===== config.mk =====
export PLATFORM = sky130hd
export DESIGN_NAME = traffic_phase_ctrl
export DESIGN_NICKNAME = d
export VERILOG_FILES = /design/src/rtl/traffic_phase_ctrl.sv
export SDC_FILE = /design/constraint.sdc
export NUM_CORES = 1
export LEC_CHECK = 0
export ABC_AREA = 1
export BUFFER_PORTS_ARGS = -buffer_cell sky130_fd_sc_hd__buf_2
export CAP_MARGIN = 20
export CORE_UTILIZATION = 45
export DETAILED_ROUTE_END_ITERATION = 10
export HOLD_SLACK_MARGIN = 0.02
export PLACE_DENSITY = 0.67
export SLEW_MARGIN = 20
export SYNTH_ARGS = -nofsm -noshare
export SYNTH_HDL_FRONTEND = slang
export SYNTH_SLANG_ARGS = --single-unit

===== constraint.sdc =====
create_clock -name clk -period 2.2 [get_ports clk]
set_input_delay 0.44 -clock clk [delete_from_list [all_inputs] [get_ports clk]]
set_output_delay 0.44 -clock clk [all_outputs]
set_load 0.1 [all_outputs]

===== src/rtl/traffic_phase_ctrl.sv =====
// traffic_phase_ctrl: two-road phase sequencer with all-red clearance, tick prescaler and pedestrian shortening
module traffic_phase_ctrl #(
    parameter int TICK_DIV     = 50000000,
    parameter int TIME_W       = 5,
    parameter int GREEN_TIME   = 16,
    parameter int YELLOW_TIME  = 3,
    parameter int ALL_RED_TIME = 2,
    parameter int PED_TIME     = 4
) (
    input  logic              clk,
    input  logic              rst,
    input  logic              enb,
    input  logic              set,
    input  logic              ped_req,
    output logic [1:0]        light_ns,
    output logic [1:0]        light_ew,
    output logic [TIME_W-1:0] light_time,
    output logic [2:0]        current_state,
    output logic              ped_walk,
    output logic              feedback
);
    localparam int PW = TICK_DIV > 1 ? $clog2(TICK_DIV) : 1;
    localparam logic [TIME_W-1:0] G = TIME_W'(GREEN_TIME == 0 ? 1 : GREEN_TIME);
    localparam logic [TIME_W-1:0] Y = TIME_W'(YELLOW_TIME == 0 ? 1 : YELLOW_TIME);
    localparam logic [TIME_W-1:0] R = TIME_W'(ALL_RED_TIME == 0 ? 1 : ALL_RED_TIME);
    localparam logic [TIME_W-1:0] P = TIME_W'(PED_TIME == 0 ? 1 : PED_TIME);

    typedef enum logic [2:0] {NS_GREEN, NS_YELLOW, RED_A, EW_GREEN, EW_YELLOW, RED_B} phase_t;

    phase_t            state, state_n, nxt;
    logic [PW-1:0]     presc, presc_n;
    logic [TIME_W-1:0] time_n, nxt_dur;
    logic              ped_pending, pend_n, walk_n, fb_n, tick, green, nxt_red;
    logic [1:0]        ns_n, ew_n;

    assign current_state = state;

    // state register and registered outputs; async active-low reset lands on NS_GREEN
    always_ff @(posedge clk or negedge rst) begin
        if (!rst) begin
            state       <= NS_GREEN;
            light_time  <= G;
            presc       <= '0;
            ped_pending <= 1'b0;
            ped_walk    <= 1'b0;
            feedback    <= 1'b0;
            light_ns    <= 2'b10;
            light_ew    <= 2'b00;
        end else begin
            state       <= state_n;
            light_time  <= time_n;
            presc       <= presc_n;
            ped_pending <= pend_n;
            ped_walk    <= walk_n;
            feedback    <= fb_n;
            light_ns    <= ns_n;
            light_ew    <= ew_n;
        end
    end

    // next phase, its duration, and the tick/countdown/pedestrian rules
    always_comb begin
        state_n = state;
        time_n  = light_time;
        presc_n = presc;
        pend_n  = ped_pending | ped_req;
        walk_n  = ped_walk;
        fb_n    = 1'b0;
        tick    = presc == PW'(TICK_DIV - 1);
        green   = state == NS_GREEN || state == EW_GREEN;
        case (state)
            NS_GREEN:  nxt = NS_YELLOW;
            NS_YELLOW: nxt = RED_A;
            RED_A:     nxt = EW_GREEN;
            EW_GREEN:  nxt = EW_YELLOW;
            EW_YELLOW: nxt = RED_B;
            default:   nxt = NS_GREEN;
        endcase
        nxt_red = nxt == RED_A || nxt == RED_B;
        nxt_dur = nxt_red ? R : (nxt == NS_YELLOW || nxt == EW_YELLOW) ? Y : G;
        if (!enb) begin
            state_n = NS_GREEN;
            time_n  = G;
            presc_n = '0;
            pend_n  = 1'b0;
            walk_n  = 1'b0;
        end else if (state > RED_B) begin
            state_n = NS_GREEN;
            time_n  = G;
            walk_n  = 1'b0;
        end else if (set) begin
            presc_n = tick ? '0 : presc + 1'b1;
            if (tick) begin
                if (light_time <= TIME_W'(1)) begin
                    state_n = nxt;
                    time_n  = nxt_dur;
                    fb_n    = 1'b1;
                    walk_n  = nxt_red & ped_pending;
                    pend_n  = nxt_red ? ped_req : pend_n;
                end else begin
                    time_n = (green && pend_n && light_time > P) ? P : light_time - 1'b1;
                end
            end
        end
        ns_n = state_n == NS_GREEN ? 2'b10 : state_n == NS_YELLOW ? 2'b01 : 2'b00;
        ew_n = state_n == EW_GREEN ? 2'b10 : state_n == EW_YELLOW ? 2'b01 : 2'b00;
    end
endmodule


==> flow_summary.json, run 1 <==
{
  "numCtsBuffers": 5,
  "grtUsageMet3": 0.04000,
  "use_met2": 0.3128,
  "crit_arrival_ns": 1.28,
  "holdWs_ns": 0.1630,
  "synth.net_count": 361,
  "yosysTopAreaCell": "dfrtp_1",
  "synth.area.top_cells": "dfrtp_1 36%, nand2_1 10%, nor2_1 6.5%, inv_1 5.5%, nand3_1 5.0%",
  "synth_common_cells": "72 x nand2_1, 47 x nor2_1, 40 x inv_1",
  "fin_setup_tns_ns": 0,
  "ys_seq_elements": 41,
  "syn2layout_area_growth_pct": 10.34,
  "numPortBuffers": 18,
  "cts_sinks": 41,
  "clock_skew_ns": 0.002959,
  "ys_warn_count": 0,
  "fin_crit_ns": 1.725,
  "cp.required_ns": 1.76,
  "ant_nets": 0,
  "fp.dieArea_um2": 6339,
  "postCtsSetupRepairBufs": 0,
  "start_util": 0.4806,
  "fp-row-count": 27,
  "rsz0062_at_grt": "no",
  "hp-class": "in2async",
  "vias": 2301,
  "viasPerCell": 5.125,
  "cp-end-kind": "output pin",
  "slew_violations": 0,
  "drive_gt1_frac": 0.2069,
  "die_w_um": 79.62,
  "hold_viol_final": 0,
  "coreArea_um2": 5642,
  "syn_inst": 352,
  "routedWlPerCell_um": 13.31,
  "drtPass1Iterations": 5,
  "cp_max_fo": 4,
  "drc_errors": 0,
  "cts_buffer_depth": 2,
  "grt.busiest_layer": "met2",
  "crit_type": "reg2out",
  "postCtsHoldBufs": 0,
  "ir_worst_vdd_uv": 623.4,
  "n_antenna_cell": 0,
  "crit_slowest_cell": "dfstp_2",
  "antenna_found_initial": 0,
  "tightest_slew_ns": 0.6336,
  "finish.net_count": 385,
  "synth_top_area_share": 0.3599,
  "cts_tree": "done",
  "cts_root_buffer": "clkbuf_8",
  "synth_ff_type": "dfrtp_1",
  "clk_latency_ns": 0.29,
  "fin_crit_sh": 0.7839,
  "status": "finished clean",
  "cts.clk_slew.worst_paths_ns": 0.08,
  "setup_viol": 0,
  "p_total_mw": 2.128,
  "yosysUniqueCellTypes": 38,
  "path_delay_family": "flip-flops",
  "grt_pass1_wl_mm": 10.12,
  "yosysMostFrequentCell": "nand2_1",
  "io_pins": 19,
  "hpwl_mm": 4.564,
  "drt_iter0_drc": 178,
  "grt_max_degree": 30,
  "p_per_area_nw_per_um2": 711.4,
  "timing.fmax_mhz": 579.9,
  "crit_buf_inv": 1,
  "synth_edf_count": 0,
  "grt_pass1_vias": 2196,
  "slew_headroom": 0.5776,
  "netlist_area_um2": 2711,
  "gr-usage-met1": 0.2957,
  "cts_resized": 0,
  "drv_cap": 0,
  "grt.overflow.total": 0,
  "routed_wl_mm": 5.975,
  "grt_usage": 0.2099,
  "postSynthAreaPerCell_um2": 7.703,
  "fillers": 535,
  "synth-async-reset-ratio": 1.000,
  "crit_path_start_kind": "flip-flop",
  "gp_congestion": 0.8809,
  "htree_levels": 2,
  "cp_cell_sequence": "buf_2",
  "dieHeight_um": 79.62,
  "slowest_delay_ns": 0.56,
  "leakage_nw": 1.373,
  "ys_seq_area_frac": 0.3793
}
where the power goes:
part / switching, mW / internal [mW]
clock: 0.262 / 0.370
sequential: 0.0454 / 0.810
combinational: 0.486 / 0.155
layer usage:
| layer | part of all wire | vias up |
|---|---|---|
| met3 | 0.043 | 8 |
| met5 | 0 | - |
| met1 | 0.48 | 1051 |
| met4 | 0.020 | 0 |
| li1 | - | 1181 |
| met2 | 0.45 | 61 |
area by class of cell:
type	instances	area, um2	area share
clock inverters	1	30.03	0.01004
flip-flops and latches	41	1030	0.3442
repair buffers	20	105.1	0.03513
well taps	72	90.09	0.03011
clock buffers	7	86.33	0.02886
inverters	49	183.9	0.06148
multi-input cells	259	1466	0.4902
worst paths after layout:
kind                            slack, ns  cells after the start             to             start
worst max-delay path                 0.48                      1  light_time[4]     light_time[4]
worst min-delay path                 0.16                      1       presc[3]               rst
worst max register to register       0.50                     10       presc[9]  current_state[1]
worst min register to register       0.51                      2       ped_walk          ped_walk
max in group asynchronous            1.43                      2      presc[22]               rst
min in group clk                     0.46                      3  light_time[2]               set
registers in the layout, summed over array words and instances, names as in the netlist:
register and count:
ped_walk 1, ped_pending 1, presc 26, current_state 3, light_time 5, feedback 1
light_ns 2, light_ew 2
cell families (layout without fill, tap and decap cells):
| kind of cell | after synthesis | in the layout | synth area share |
|---|---|---|---|
| adder cells (fa/ha/maj) | 4 | 4 | 0.01846 |
| buffers and inverters | 52 | 77 | 0.07983 |
| AND/OR/NAND/NOR | 203 | 203 | 0.4010 |
| XOR/XNOR | 10 | 10 | 0.03230 |
| AO/OA/AOI/OAI | 42 | 42 | 0.08906 |
| flip-flops | 41 | 41 | 0.3793 |
through the flow:
stage | cells | instance area [um2] | util | setup WS [ns]
finish | 449 | 2992 | 0.5303 | 0.4754
floorplan | 352 | 2713 | - | 0.002250
CTS | 449 | 2992 | 0.5303 | 0.4612
global route | 449 | 2992 | 0.5303 | 0.3197
detailed placement | 441 | 2875 | 0.5096 | 0.4273
global placement | 441 | 2875 | 0.5096 | 0.4220
layout by cell type, fill, tap and decap left out, drive strengths merged:
master  netlist  routed
nor3         12      12
nand2        86      86
o21bai        2       2
o31ai         2       2
nand3        31      31
inv          48      48
xnor2         1       1
clkbuf        1       7
o22ai         2       2
o21a          1       1
nor2         63      63
a21oi        10      10
ha            4       4
dfstp         2       2
bufinv        0       1
dfrtp        39      39
nand4         7       7
a21boi        1       1
o21ai        19      19
a31oi         5       5
nor3b         3       3
buf           2      20
nand3b        1       1
xor2          9       9
clkinv        1       1
No activity file was read; power rests on OpenSTA's default activity.
==> run 2, diff against run 1 <==
==> constraint.sdc (replaced) <==
create_clock -name clk -period 1.7 [get_ports clk]
set_input_delay 0.34 -clock clk [delete_from_list [all_inputs] [get_ports clk]]
set_output_delay 0.34 -clock clk [all_outputs]
set_load 0.1 [all_outputs]
==> run 2 against run 1 <==
Via count increased by 8.8%; global-route usage increased by 1.5 points; combinational power increased by 55%; sequential power increased by 35%; clock skew increased by 0.0041 ns; power increased by 32%; die area unchanged; design area increased by 12%.
==> flow_summary.json, run 2 (same netlist as run 1, synthesis figures left out) <==
{
  "slowest_delay_ns": 0.50,
  "largest_reg_flops": 26,
  "p_sw_frac": 0.3908,
  "drv_cap": 0,
  "instances_no_fill": 474,
  "fp-row-count": 27,
  "htree_levels": 2,
  "seqPwrFrac": 0.409,
  "setup_viol": 0,
  "io_pins": 19,
  "crit_slowest_cell": "dfrtp_4",
  "cts_tree": "done",
  "grt_pass1_vias": 2402,
  "crit_type": "reg2reg",
  "path_delay_family": "simple AND/OR/NAND/NOR gates",
  "antenna_found_initial": 0,
  "finish.net_count": 410,
  "status": "finished clean",
  "timing.fmax_mhz": 595.0,
  "ant_nets": 0,
  "cts_root_buffer": "clkbuf_8",
  "viasPerCell": 5.281,
  "coreArea_um2": 5642,
  "drc_errors": 0,
  "switching_power_mw": 1.098,
  "hold_viol_final": 0,
  "routedWlPerCell_um": 13.81,
  "clk_latency_ns": 0.29,
  "routed_wl_mm": 6.544,
  "cts_buffer_depth": 2,
  "grt_pass1_wl_mm": 10.95,
  "finish.utilization": 0.5915,
  "hpwl_mm": 4.711,
  "ir_worst_vdd_uv": 1046,
  "cp.required_ns": 1.88,
  "grt_max_degree": 42,
  "dieHeight_um": 79.62,
  "crit_path_start_kind": "flip-flop",
  "vias": 2503,
  "grt_usage": 0.2251,
  "crit_buf_inv": 2,
  "drt_iter0_drc": 149,
  "fin_crit_sh": 0.9886,
  "fin_setup_tns_ns": 0,
  "cts.clk_slew.worst_paths_ns": 0.08,
  "cp_cell_sequence": "inv_4 -> ha_4 -> nand2_2 -> nand2_2 -> nand2_4 -> nor2_4 -> nand3_4 -> o21bai_4 -> inv_2 -> nor2_4 -> nor2_1",
  "cp-end-kind": "flip-flop",
  "die_w_um": 79.62,
  "leakage_nw": 1.526,
  "r2r-start": "light_time[1]",
  "postCtsHoldBufs": 0,
  "layout_common_cells": "63 x nand2_1, 39 x nor2_1, 35 x inv_1",
  "place_inst": 456,
  "tightest_slew_ns": 0.5250,
  "rsz0062_at_grt": "yes",
  "start_util": 0.4806,
  "slew_violations": 0,
  "clock_skew_ns": 0.007069,
  "numPortBuffers": 18,
  "power.internal_mw": 1.712,
  "fin_crit_ns": 1.681,
  "startpoint": "light_time[1]",
  "gp_congestion": 0.8987,
  "holdWs_ns": 0.09734,
  "drive_gt1_frac": 0.3458,
  "drtPass1Iterations": 5,
  "slew_headroom": 0.6500,
  "hp-class": "in2async",
  "grt.overflow.total": 0,
  "final_common_cell": "nand2_1",
  "clkPwrFrac": 0.237,
  "p_total_mw": 2.810,
  "fp.dieArea_um2": 6339,
  "p_per_area_nw_per_um2": 841.9,
  "n_antenna_cell": 0,
  "syn2layout_area_growth_pct": 23.07,
  "largest-register": "presc",
  "crit_arrival_ns": 1.86,
  "cp_max_fo": 5,
  "combPwrFrac": 0.354,
  "numCtsBuffers": 5,
  "cts_sinks": 41
}
[run 2: area by class of cell]
cell class                      count  area (um2)
Clock buffer                        8       90.09
Timing Repair Buffer               45       307.8
Inverter                           49       191.4
Multi-Input combinational cell    259        1603
Tap cell                           72       90.09
Sequential cell                    41        1055
Fill cell                         505        2305
[run 2: path summary, 6_finish.rpt]
| check | to | slack [ns] | cells past startpoint |
|---|---|---|---|
| setup / recovery | light_ns[0] | 0.02 | 11 |
| hold / removal | presc[23] | 0.1 | 2 |
| setup reg to reg | light_ns[0] | 0.02 | 11 |
| hold reg to reg | ped_walk | 0.50 | 2 |
| max in group asynchronous | current_state[1] | 1.18 | 2 |
| min in group clk | ped_pending | 0.36 | 5 |
[run 2: metal layers]
layer,vias up,global-route usage,wire (um)
met1,1188,0.3041,3074
met4,0,0.08364,159
met3,19,0.04343,284
li1,1230,-,-
met5,-,0,0
met2,66,0.3556,3025
[run 2: repair_timing]
item / in CTS / in global routing
endpoints found under the hold margin: 0 / 0
buffers inserted: 0 / 10
resized for setup: 0 / 40
setup endpoints to repair: 0 / 30
[run 2: metrics by stage]
step | worst slack [ns] | cell area [um2]
6_report | 0.01945 | 3337
3_5_place_dp | 0.04373 | 3057
4_1_cts | 0.01857 | 3147
3_3_place_gp | 0.05553 | 3057
2_1_floorplan | -0.01047 | 2766
5_1_grt | -0.1017 | 3337
[run 2: power groups by stage]
stage | clock network (mW) | registers, mW | logic [mW]
after global routing | 0.724 | 1.16 | 1.08
after CTS | 0.681 | 1.15 | 0.919
after floorplan | 0 | 1.44 | 0.422
final | 0.665 | 1.15 | 0.995
after global placement | 0 | 1.16 | 0.905
after detailed placement | 0 | 1.17 | 0.912
[run 2: worst register-to-register path, stage by stage, from the launching register on]
cell	delay, ns
dfrtp_4	0.50
inv_4	0.08
ha_4	0.12
nand2_2	0.05
nand2_2	0.08
nand2_4	0.08
nor2_4	0.15
nand3_4	0.15
o21bai_4	0.16
inv_2	0.05
nor2_4	0.10
nor2_1	0.06
